[src/rtl/pe_rst_pkg.sv]
// Shared types and defaults for the per-PE reset sequencer.
package pe_rst_pkg;

    typedef enum logic [1:0] {
        IDLE    = 2'd0,
        ASSERT  = 2'd1,
        RELEASE = 2'd2
    } rst_state_e;

    localparam int RST_ASSERT_CYCLES = 16;
    localparam int RST_GAP_CYCLES    = 4;

    // Counter must hold the larger of the two hold times without wrapping.
    function automatic int cnt_w(input int a, input int g);
        int m;
        m = (a > g) ? a : g;
        return $clog2(m + 1);
    endfunction

endpackage

[src/rtl/rst_next_sel.sv]
// Finds the lowest set bit at or above a start index; flags when it is the last set bit.
module rst_next_sel #(
    parameter int W  = 5,
    parameter int IW = 3
) (
    input  logic [W-1:0]  vec,
    input  logic [IW-1:0] start,
    output logic          hit,
    output logic [IW-1:0] sel,
    output logic          last
);

    always_comb begin
        hit  = 1'b0;
        sel  = '0;
        last = 1'b1;
        for (int i = 0; i < W; i++) begin
            if (vec[i] && (IW'(i) >= start)) begin
                if (!hit) begin
                    hit = 1'b1;
                    sel = IW'(i);
                end else begin
                    last = 1'b0;
                end
            end
        end
    end

endmodule

[src/rtl/pe_rst_seq.sv]
// Stretches per-PE soft-reset pulses into ordered reset lines: SRAM first, then modules ascending.
module pe_rst_seq
    import pe_rst_pkg::*;
#(
    parameter int N_MOD         = 4,
    parameter int ASSERT_CYCLES = RST_ASSERT_CYCLES,
    parameter int GAP_CYCLES    = RST_GAP_CYCLES
) (
    input  logic             sys_clk,
    input  logic             sys_rstn,
    input  logic [N_MOD-1:0] mod_soft_rstn_i,
    input  logic             sram_soft_rstn_i,
    output logic [N_MOD-1:0] mod_rstn_o,
    output logic             sram_rstn_o,
    output logic             busy_o
);

    localparam int NL = N_MOD + 1;
    localparam int IW = $clog2(NL);
    localparam int CW = cnt_w(ASSERT_CYCLES, GAP_CYCLES);

    // Line vectors are {mod[N_MOD-1:0], sram}: bit 0 is the SRAM, so it releases first.
    rst_state_e     state, state_nx;
    logic [CW-1:0]  cnt, cnt_nx;
    logic [IW-1:0]  idx, idx_nx;
    logic [NL-1:0]  active, active_nx;
    logic [NL-1:0]  pending, pending_nx;
    logic [NL-1:0]  rstn_q, rstn_nx;
    logic [NL-1:0]  req_vec, req_all;
    logic [IW-1:0]  sel_start, sel;
    logic           hit, last, rel_due;

    assign req_vec   = {~mod_soft_rstn_i | {N_MOD{~sram_soft_rstn_i}}, ~sram_soft_rstn_i};
    assign req_all   = pending | req_vec;
    assign sel_start = (state == RELEASE) ? idx : '0;
    assign rel_due   = ((state == ASSERT)  && (cnt == CW'(ASSERT_CYCLES - 1))) ||
                       ((state == RELEASE) && (cnt == CW'(GAP_CYCLES - 1)));

    rst_next_sel #(
        .W  (NL),
        .IW (IW)
    ) u_next_sel (
        .vec   (active),
        .start (sel_start),
        .hit   (hit),
        .sel   (sel),
        .last  (last)
    );

    always_comb begin
        state_nx   = state;
        cnt_nx     = cnt;
        idx_nx     = idx;
        active_nx  = active;
        pending_nx = pending;
        rstn_nx    = rstn_q;
        case (state)
            IDLE: begin
                if (|req_all) begin
                    active_nx  = req_all;
                    pending_nx = '0;
                    cnt_nx     = '0;
                    idx_nx     = '0;
                    rstn_nx    = rstn_q & ~req_all;
                    state_nx   = ASSERT;
                end
            end
            ASSERT, RELEASE: begin
                // New requests never touch the running sequence; they wait for the next one.
                pending_nx = req_all;
                if (rel_due) begin
                    if (hit) begin
                        rstn_nx[sel] = 1'b1;
                    end
                    cnt_nx   = '0;
                    idx_nx   = sel + 1'b1;
                    state_nx = last ? IDLE : RELEASE;
                end else begin
                    cnt_nx = cnt + 1'b1;
                end
            end
            default: begin
                state_nx = IDLE;
            end
        endcase
    end

    always_ff @(posedge sys_clk) begin
        if (!sys_rstn) begin
            state   <= ASSERT;
            cnt     <= '0;
            idx     <= '0;
            active  <= '1;
            pending <= '0;
            rstn_q  <= '0;
        end else begin
            state   <= state_nx;
            cnt     <= cnt_nx;
            idx     <= idx_nx;
            active  <= active_nx;
            pending <= pending_nx;
            rstn_q  <= rstn_nx;
        end
    end

    assign sram_rstn_o = rstn_q[0];
    assign mod_rstn_o  = rstn_q[NL-1:1];
    assign busy_o      = (state != IDLE);

endmodule

[config.mk]
export PLATFORM = sky130hd
export DESIGN_NAME = pe_rst_seq
export DESIGN_NICKNAME = d
export VERILOG_FILES = /design/src/rtl/pe_rst_pkg.sv /design/src/rtl/rst_next_sel.sv /design/src/rtl/pe_rst_seq.sv
export SDC_FILE = /design/constraint.sdc
export NUM_CORES = 1
export LEC_CHECK = 0
export ABC_AREA = 1
export CAP_MARGIN = 20
export CORE_MARGIN = 5
export CORE_UTILIZATION = 50
export DETAILED_ROUTE_END_ITERATION = 8
export PLACE_DENSITY_LB_ADDON = 0.1
export SYNTH_ARGS = -nofsm -noshare
export SYNTH_HDL_FRONTEND = slang
export SYNTH_HIERARCHICAL = 1
export SYNTH_SLANG_ARGS = --single-unit
[constraint.sdc]
create_clock -name sys_clk -period 5.05 [get_ports sys_clk]
set_input_delay 1.01 -clock sys_clk [delete_from_list [all_inputs] [get_ports sys_clk]]
set_output_delay 1.01 -clock sys_clk [all_outputs]
set_load 0.03 [all_outputs]
==> results of run 1 <==
cells in the mapped netlist, types with 3 or more instances:
cell | instances | share of area, %
nand2_1 | 58 | 13
nor2_1 | 22 | 5.1
inv_2 | 3 | 0.69
xor2_1 | 3 | 1.6
nand2_4 | 3 | 2.1
inv_1 | 31 | 7.1
nand3_1 | 29 | 8.9
buf_2 | 3 | 0.92
nand2_2 | 14 | 5.4
a21oi_1 | 17 | 5.2
ha_1 | 7 | 5.4
nor2_4 | 3 | 2.1
nand4_1 | 7 | 2.7
dfxtp_1 | 25 | 31
sequential cells by signal, indices dropped and copies added (netlist names):
signal / count
state: 2
idx: 3
rstn_q: 5
pending: 5
active: 5
cnt: 5
stage by stage:
step                instances  util, %  setup WS (ns)  hold WS (ns)
floorplan                 241        -           3.13         0.429
global placement          292     57.1           2.28         0.449
detailed placement        292     57.1           2.25         0.448
CTS                       296     58.0           2.02         0.479
global route              296     58.0           1.91         0.497
finish                    296     58.0           2.05         0.476
metal layers:
metal | vias up | global-route usage [%]
li1 | 784 | -
met1 | 628 | 23.4
met2 | 28 | 27.9
met3 | 7 | 2.83
met4 | 0 | 6.58
met5 | - | 0
final timing paths:
check | start | to
worst max-delay path | state[1] | busy_o
worst min-delay path | pending[3] | pending[3]
worst max register to register | state[1] | state[0]
worst min register to register | pending[3] | pending[3]
area by class of cell:
class                      count  area, µm²
clock buffer                   3       22.5
multi-input combinational    176        963
clock inverter                 1       7.51
fill                         347       1300
sequential                    25        500
inverter                      35        131
timing repair buffer          12        120
tap                           44       55.1
cells in the final DEF (no fill, tap or decap), types with 3 or more instances in the layout:
| cell | n |
|---|---|
| nand2_1 | 58 |
| inv_1 | 31 |
| nand3_1 | 29 |
| dfxtp_1 | 25 |
| nor2_1 | 22 |
| a21oi_1 | 17 |
| nand2_2 | 14 |
| clkdlybuf4s50_1 | 12 |
| nand4_1 | 7 |
| ha_1 | 7 |
| inv_2 | 3 |
| nor2_4 | 3 |
| nand2_4 | 3 |
| xor2_1 | 3 |
| clkbuf_4 | 3 |
worst register-to-register path: stages (launching register included):
cell and delay (ns):
dfxtp_1 0.39, inv_1 0.09, ha_1 0.55, inv_1 0.26, a21oi_1 0.30, nand2_2 0.23, nand2_2 0.15, inv_2 0.06
nand2_1 0.06, nand3_1 0.05
power groups by stage:
| stage | clock (mW) | combinational, mW | sequential (mW) |
|---|---|---|---|
| 5_1_grt | 0.114 | 0.579 | 0.306 |
| 6_report | 0.0989 | 0.501 | 0.297 |
| 4_1_cts | 0.104 | 0.505 | 0.298 |
| 3_3_place_gp | 0 | 0.499 | 0.301 |
| 3_5_place_dp | 0 | 0.502 | 0.303 |
| 2_1_floorplan | 0 | 0.387 | 0.314 |
kinds of logic after synthesis:
kind of cell | Yosys count
AO/OA/AOI/OAI | 23
AND/OR/NAND/NOR | 143
flip-flops | 25
adder cells (fa/ha/maj) | 7
buffers and inverters | 40
XOR/XNOR | 3
==> key figures, run 1 <==
Floorplanning
  • Die X: 67.2 µm
  • Io pins: 13
  • Die height: approximately 67 µm
  • Core Area: a little over 0.003 mm²
  • Initial Util: 52.7%
  • Die area: 0.00451 mm²
  • Std cell rows: 20

Worst setup path
  • R2R cell count: 9
  • Critical path's top delay family: buffers and inverters
  • Crit Path Max Fanout: 7
  • CP max-delay cell: clkdlybuf4s50_1
  • Worst EP required: just over 4 ns
  • Critical-path cell list: inv_1 > ha_1 > inv_2 > clkdlybuf4s50_1
  • CP max stage delay: 0.68 ns
  • CP Launch Type: flip-flop
  • Worst setup path class: reg -> out
  • R2R Setup Slk: roughly 2.8 ns
  • Worst path bufs/invs: 3
  • Crit path DAT: between 1.5 and 2 ns
  • Crit end category: primary output
  • Critical Path Stages: 4

Global routing
  • Total grt overflow: 0
  • Largest net degree at the start of global routing: 19
  • Initial antenna violation count: 0
  • All-Layer GR Usage: 17.4%
  • Vias in the first global route: 1358
  • First-pass GRT wire length: around 6.0 mm

Yosys
  • Mapped Area: 0.00163 mm²
  • Largest family of logic cells by synthesized area: simple AND/OR/NAND/NOR gates
  • Syn Area/Cell: around 6.8 µm²
  • Xor and xnor area share after synthesis: 1.61%
  • Syn_nets: ~260
  • Post-synthesis simple-gate area fraction: between 40% and 50%
  • Main flop type after synthesis: dfxtp_1
  • Async SR Flop Fraction: 0%
  • Post-synthesis sequential area ratio: a little under a third
  • Post-synthesis adder-cell area fraction: roughly 5.4%
  • Synth Area in Compound Gates: between 8 and 9%
  • Synthesized flop and latch total: 25
  • Post-synth cell types: 25
  • Synth Instances: 241
  • Synth Warn #: 6
  • Post-synth EDFFs: 0
  • Mux share of post-synthesis cell area: 0%

Clock tree
  • Post-CTS Setup Inserts: 0
  • Total CTS buffers: 3
  • CTS tree: built
  • Clock Tree Root: clkbuf_4
  • Cts hold-fix bufs: 0
  • Clock slew at reported path FFs: around 0.15 ns
  • H-tree Lvls: 1
  • Clk_lat worst skew: between 0.3 and 0.4 ns
  • Clk buf depth: 2
  • # clock sinks: 25
  • Number of gates resized after cts: 0

Route
  • DR WL met2: 1.59 mm
  • DR vias/cell: 4.89
  • Residual antenna-violating net count after detailed routing: 0
  • Routed wire length: 3.42 mm
  • WL per Instance: about 12 µm
  • Highest routing layer actually used: met4
  • DRT Pass-1 Iters: 5
  • WL met1: ~1.6 mm
  • Met3 routed WL: between 150 and 200 µm
  • Vias: roughly 1400
  • DRC Markers: 0
  • DRT iter0 DRCs: between 50 and 60

Power
  • Pwr dens: approximately 500 mW/mm²
  • Clock power share: a little over a tenth
  • Final Power: between 0.8 and 0.9 mW
  • VDD IR max: about 0.00024 V
  • Cell Int Power: roughly 0.46 mW
  • Leakage: a little over 0.9 nW
  • Reg power frac: approximately 33%
  • NetSw: between 0.4 and 0.5 mW
  • Sw frac: between 40% and 50%
  • Gate power share: 55.9%

STA
  • Final hold vios: 0
  • Tmin final: ~3.0 ns
  • Final Slew Violations: 0
  • Slew @ Worst Pin: roughly 0.71 ns
  • Relative slew slack: a little over half
  • RSZ-0062 raised after global routing: no
  • Sum Neg Setup Slack: 0 ns
  • Fmax: about 330 MHz
  • Setup Skew: 0.00637 ns
  • Final period util: ~59%
  • # setup viols final: 0

Place
  • Placement-stage cell area: ~0.0018 mm²
  • Placer Congestion: 0.762
  • Buffers on Ports: 12
  • Post-detail-place hpwl: 2.58 mm

Min path
  • HP Class: reg -> reg
  • WHS Path Cells: 2

Layout
  • Nets: ~270
  • Finished Cell Area: about 0.0018 mm²
  • Fraction of final layout cells sized beyond drive strength 1: around 14%
  • P&R area growth vs syn: 10.2%
  • # diodes: 0

Flow run
  • Max Cap Viol: 0

Run status
  • Status: complete, no violations
No activity file was read; power rests on OpenSTA's default activity.
==> run 2: changes to the inputs <==
- clock period: 5.05 -> 2.9 ns (I/O delays scaled with it)
==> key figures, run 2 (same netlist as run 1, synthesis figures left out) <==
Run status
  • Status: complete, no violations (unchanged)

Min path
  • HP Class: reg -> reg (unchanged)
  • Hold Path Origin: pending[0] (was pending[3])

Clock tree
  • H-tree Lvls: 1 (unchanged)
  • Clk_lat worst skew: 0.32 ns (was 0.34 ns)
  • Clock Tree Root: clkbuf_4 (unchanged)
  • Cts hold-fix bufs: 0 (unchanged)
  • Number of gates resized after cts: 0 (unchanged)
  • Clock slew at reported path FFs: 0.14 ns (was 0.15 ns)
  • Post-CTS Setup Inserts: 0 (unchanged)
  • Total CTS buffers: 3 (unchanged)
  • CTS tree: built (unchanged)
  • # clock sinks: 25 (unchanged)
  • Clk buf depth: 2 (unchanged)

STA
  • Final hold vios: 0 (unchanged)
  • # setup viols final: 0 (unchanged)
  • Final period util: around 87%
  • Worst hold margin: 0.476 ns (about the same)
  • RSZ-0062 raised after global routing: no (unchanged)
  • Slew @ Worst Pin: 0.411 ns (was 0.707 ns)
  • Setup Skew: 0.00524 ns (was 0.00637 ns)
  • Sum Neg Setup Slack: 0 ns (unchanged)
  • Setup ws final: 0.384 ns (was 2.05 ns)
  • Final Slew Violations: 0 (unchanged)
  • Relative slew slack: 72.6% (was 52.7%)
  • Fmax: a little under 400 MHz
  • Tmin final: 2.52 ns

Floorplanning
  • Die X: 67.2 µm (unchanged)
  • Std cell rows: 20 (unchanged)
  • Die height: 67.2 µm (unchanged)
  • Core Area: 0.00310 mm² (unchanged)
  • Initial Util: 52.7% (unchanged)
  • Io pins: 13 (unchanged)
  • Die area: 0.00451 mm² (unchanged)

Worst setup path
  • Crit path DAT: 1.94 ns (was 1.99 ns)
  • Worst setup path class: reg -> out (unchanged)
  • Worst r2r src: state[0] (was state[1])
  • Crit Path Max Fanout: 7 (unchanged)
  • Worst EP required: 2.32 ns (was 4.04 ns)
  • Crit. Startpoint: state[0] (was state[1])
  • Crit end category: primary output (unchanged)
  • CP Launch Type: flip-flop (unchanged)

Global routing
  • Largest net degree at the start of global routing: 18 (was 19)
  • Total grt overflow: 0 (unchanged)
  • Initial antenna violation count: 0 (unchanged)
  • All-Layer GR Usage: 17.9% (was 17.4%)
  • Vias in the first global route: 1391 (was 1358)
  • First-pass GRT wire length: 6.13 mm (was 6.01 mm)

Route
  • DRC Markers: 0 (unchanged)
  • DRT Pass-1 Iters: 4 (was 5)
  • WL per Instance: 11.9 µm (was 11.6 µm)
  • Vias: 1501 (was 1447)
  • DR vias/cell: 5.04 (was 4.89)
  • Routed wire length: 3.54 mm (was 3.42 mm)
  • DRT iter0 DRCs: 92 (was 56)
  • Residual antenna-violating net count after detailed routing: 0 (unchanged)

Layout
  • Nets: 269 (was 267)
  • Commonest non-fill, non-tap cell in the layout: nand2_1 (unchanged)
  • P&R area growth vs syn: 10.9% (was 10.2%)
  • # diodes: 0 (unchanged)
  • Most frequent cells in the layout: nand2_1, inv_1, nand3_1 (unchanged)
  • Filler cells: 322 (was 347)
  • Fraction of final layout cells sized beyond drive strength 1: 15.0% (was 14.3%)
  • Post-Route Utilization: 58.4% (was 58.0%)

Power
  • Pwr dens: 867 mW/mm² (was 498 mW/mm²)
  • Leakage: 0.932 nW (was 0.919 nW)
  • VDD IR max: 0.000398 V (was 0.000244 V)

Place
  • Post-detail-place hpwl: 2.67 mm (was 2.58 mm)
  • Buffers on Ports: 12 (unchanged)
  • Post-place setup slack: 0.589 ns (was 2.25 ns)
  • Placer Congestion: 0.800 (was 0.762)

Flow run
  • Max Cap Viol: 0 (unchanged)
[run 2: cell count changes in the layout (fill, tap and decap cells not counted), sizes merged]
| cell | previous run | this run |
|---|---|---|
| clkinv | 1 | 2 |
| buf | 0 | 2 |
| clkinvlp | 1 | 0 |
[run 2: area by class of cell]
cell class	instances	area (µm²)	area share, %
timing repair buffer	14	135	7.45
inverter	35	131	7.25
multi-input combinational	176	963	53.1
sequential	25	500	27.6
clock buffer	3	22.5	1.24
clock inverter	1	5.00	0.276
tap	44	55.1	3.04
[run 2: worst paths after layout]
kind	end	slack [ns]	cells past startpoint
setup / recovery	busy_o	0.38	4
hold / removal	pending[0]	0.48	2
setup reg to reg	rstn_q[2]	0.72	15
hold reg to reg	pending[0]	0.48	2
[run 2: per-stage QoR]
step                instance area, µm²  cells  total power, mW
floorplan                         1630    241             1.22
global placement                  1790    294             1.42
detailed placement                1790    294             1.42
CTS                               1810    298             1.58
global route                      1810    298             1.74
finish                            1810    298             1.57
[run 2: per-layer routing]
layer | GRT usage [%] | part of all wire (%) | vias up | wire, µm
met5 | 0 | 0 | - | 0
met4 | 7.59 | 1.1 | 0 | 40
met1 | 23.2 | 49 | 675 | 1730
met2 | 29.3 | 46 | 29 | 1640
met3 | 2.83 | 3.6 | 4 | 127
li1 | - | - | 793 | -
[run 2: where the power goes]
part,switching (mW),internal [mW],leakage [nW]
clock network,0.107,0.0517,0.0177
registers,0.0720,0.446,0.206
logic,0.584,0.310,0.708
[run 2: critical path, stage by stage (launching register included)]
cell	delay (ns)
dfxtp_1	0.37
inv_1	0.08
ha_1	0.34
inv_2	0.15
clkdlybuf4s50_1	0.68
==> run 3: changes to the inputs <==
- CORE_MARGIN: 5 -> 2
- MAX_ROUTING_LAYER: default -> met4
==> key figures, run 3 (same netlist as run 1, synthesis figures left out) <==
Run status
  • Status: complete, no violations (unchanged)

Worst setup path
  • R2R cell count: 15 (unchanged)
  • Worst path bufs/invs: 3 (unchanged)
  • Crit path DAT: 1.94 ns (about the same)
  • Worst setup path class: reg -> out (unchanged)
  • CP max-delay cell: clkdlybuf4s50_1 (unchanged)
  • Crit Path Max Fanout: 7 (unchanged)
  • End of the worst register-to-register path: rstn_q[2] (unchanged)
  • R2R Setup Slk: 0.75 ns (was 0.72 ns)
  • CP max stage delay: 0.67 ns (was 0.68 ns)
  • Worst r2r src: state[0] (unchanged)
  • Critical path's top delay family: buffers and inverters (unchanged)
  • Worst EP required: 2.32 ns (about the same)
  • Crit end category: primary output (unchanged)
  • CP Launch Type: flip-flop (unchanged)
  • Critical-path cell list: inv_1 > ha_1 > inv_2 > clkdlybuf4s50_1 (unchanged)

Min path
  • HP Class: reg -> reg (unchanged)
  • Hold Path Origin: pending[2] (was pending[0])
  • Hold worst-path end: pending[2] (was pending[0])
  • WHS Path Cells: 2 (unchanged)

Floorplanning
  • Initial Util: 53.1% (was 52.7%)
  • Core Area: 0.00308 mm² (was 0.00310 mm²)
  • Io pins: 13 (unchanged)
  • Die X: 61.2 µm (was 67.2 µm)
  • Die area: 0.00374 mm² (was 0.00451 mm²)
  • Std cell rows: 20 (unchanged)
  • Die height: 61.2 µm (was 67.2 µm)

STA
  • Final hold vios: 0 (unchanged)
  • Tmin final: 2.52 ns (about the same)
  • Setup ws final: 0.378 ns (was 0.384 ns)
  • Relative slew slack: 73.3% (was 72.6%)
  • # setup viols final: 0 (unchanged)
  • Slew @ Worst Pin: 0.400 ns (was 0.411 ns)
  • RSZ-0062 raised after global routing: no (unchanged)
  • Setup Skew: 0.0148 ns (was 0.00524 ns)
  • Fmax: 396 MHz (was 398 MHz)
  • Worst hold margin: 0.472 ns (was 0.476 ns)
  • Final Slew Violations: 0 (unchanged)
  • Final period util: 87.0% (was 86.7%)
  • Sum Neg Setup Slack: 0 ns (unchanged)

Route
  • DRT iter0 DRCs: 56 (was 92)
  • DRC Markers: 0 (unchanged)
  • Routed wire length: 3.35 mm (was 3.54 mm)
  • Vias: 1486 (was 1501)
  • WL per Instance: 11.2 µm (was 11.9 µm)
  • DR vias/cell: 4.99 (was 5.04)
  • DRT Pass-1 Iters: 4 (unchanged)
  • Residual antenna-violating net count after detailed routing: 0 (unchanged)

Clock tree
  • Post-CTS Setup Inserts: 0 (unchanged)
  • Number of gates resized after cts: 0 (unchanged)
  • H-tree Lvls: 1 (unchanged)
  • Total CTS buffers: 3 (unchanged)
  • Clk buf depth: 2 (unchanged)
  • Clock Tree Root: clkbuf_4 (unchanged)
  • CTS tree: built (unchanged)
  • # clock sinks: 25 (unchanged)
  • Clock slew at reported path FFs: 0.15 ns (was 0.14 ns)
  • Cts hold-fix bufs: 0 (unchanged)
  • Clk_lat worst skew: 0.33 ns (was 0.32 ns)

Place
  • Buffers on Ports: 12 (unchanged)
  • Placement-stage cell area: 0.00179 mm² (unchanged)
  • Post-place setup slack: 0.647 ns (was 0.589 ns)
  • Placer Congestion: 0.845 (was 0.800)
  • Post-detail-place hpwl: 2.59 mm (was 2.67 mm)

Global routing
  • Largest net degree at the start of global routing: 18 (unchanged)
  • Routing usage on met1: 25.8% (was 23.2%)
  • GR Util met2: 33.7% (was 29.3%)
  • Vias in the first global route: 1356 (was 1391)
  • All-Layer GR Usage: 20.9% (was 17.9%)
  • Gr busiest metal: met2 (unchanged)
  • Initial antenna violation count: 0 (unchanged)
  • Total grt overflow: 0 (unchanged)
  • First-pass GRT wire length: 5.66 mm (was 6.13 mm)
  • M3 GR Usage: 1.89% (was 2.83%)

Power
  • Final Power: 1.56 mW (was 1.57 mW)
  • VDD IR max: 0.000449 V (was 0.000398 V)
  • Pwr dens: 861 mW/mm² (was 867 mW/mm²)
  • Leakage: 0.928 nW (was 0.932 nW)

Layout
  • Commonest non-fill, non-tap cell in the layout: nand2_1 (unchanged)
  • # diodes: 0 (unchanged)
  • P&R area growth vs syn: 11.1% (was 10.9%)
  • Fraction of final layout cells sized beyond drive strength 1: 15.0% (unchanged)
  • Filler cells: 310 (was 322)
  • Nets: 269 (unchanged)
  • Finished Cell Area: 0.00182 mm² (was 0.00181 mm²)
  • Most frequent cells in the layout: nand2_1, inv_1, nand3_1 (unchanged)

Flow run
  • Max Cap Viol: 0 (unchanged)
## run 3: worst reg2reg max path, cell delays in order, from the launching register on
cell      delay [ns]
dfxtp_1         0.35
inv_1           0.11
ha_1            0.24
nand2_1         0.08
inv_1           0.11
inv_2           0.09
nand3_4         0.11
nand3_1         0.07
a21boi_1        0.28
inv_1           0.15
nand3_1         0.12
nand2_1         0.05
a21oi_1         0.12
nand4_1         0.10
nand2_1         0.07
nor2_1          0.04
## run 3: stage by stage
stage	cells	util (%)
3_3_place_gp	294	58.0
6_report	298	59.0
5_1_grt	298	59.0
4_1_cts	298	59.0
2_1_floorplan	241	-
3_5_place_dp	294	58.0
## run 3: how the worst max path moves through the flow
stage	from	to	slack, ns	cells past startpoint
final	state[0]	busy_o	0.38	4
after CTS	state[1]	busy_o	0.36	4
after detailed placement	sram_soft_rstn_i	cnt[3]	0.65	8
after global routing	state[1]	busy_o	0.28	4
after global placement	sram_soft_rstn_i	cnt[3]	0.66	8
after floorplan	state[0]	rstn_q[2]	1.07	15
## run 3: routing by layer
layer,wire length [µm],vias to the layer above
li1,-,790
met1,1670,673
met2,1570,19
met3,66,4
met4,48,0
met5,0,-
## run 3: area by class of cell
class                   count  area, µm²  share of cell area, %
repair buffers             14        135                   7.44
well taps                  44       55.1                   3.03
multi-input cells         176        963                   53.1
clock buffers               3       22.5                   1.24
flip-flops and latches     25        500                   27.6
inverters                  35        131                   7.24
clock inverters             1       7.51                  0.414
## run 3: power breakdown
group	internal (mW)	switching (mW)	total, mW	leakage (nW)
registers	0.446	0.0737	0.520	0.206
logic	0.310	0.571	0.881	0.708
clock network	0.0528	0.110	0.163	0.0139
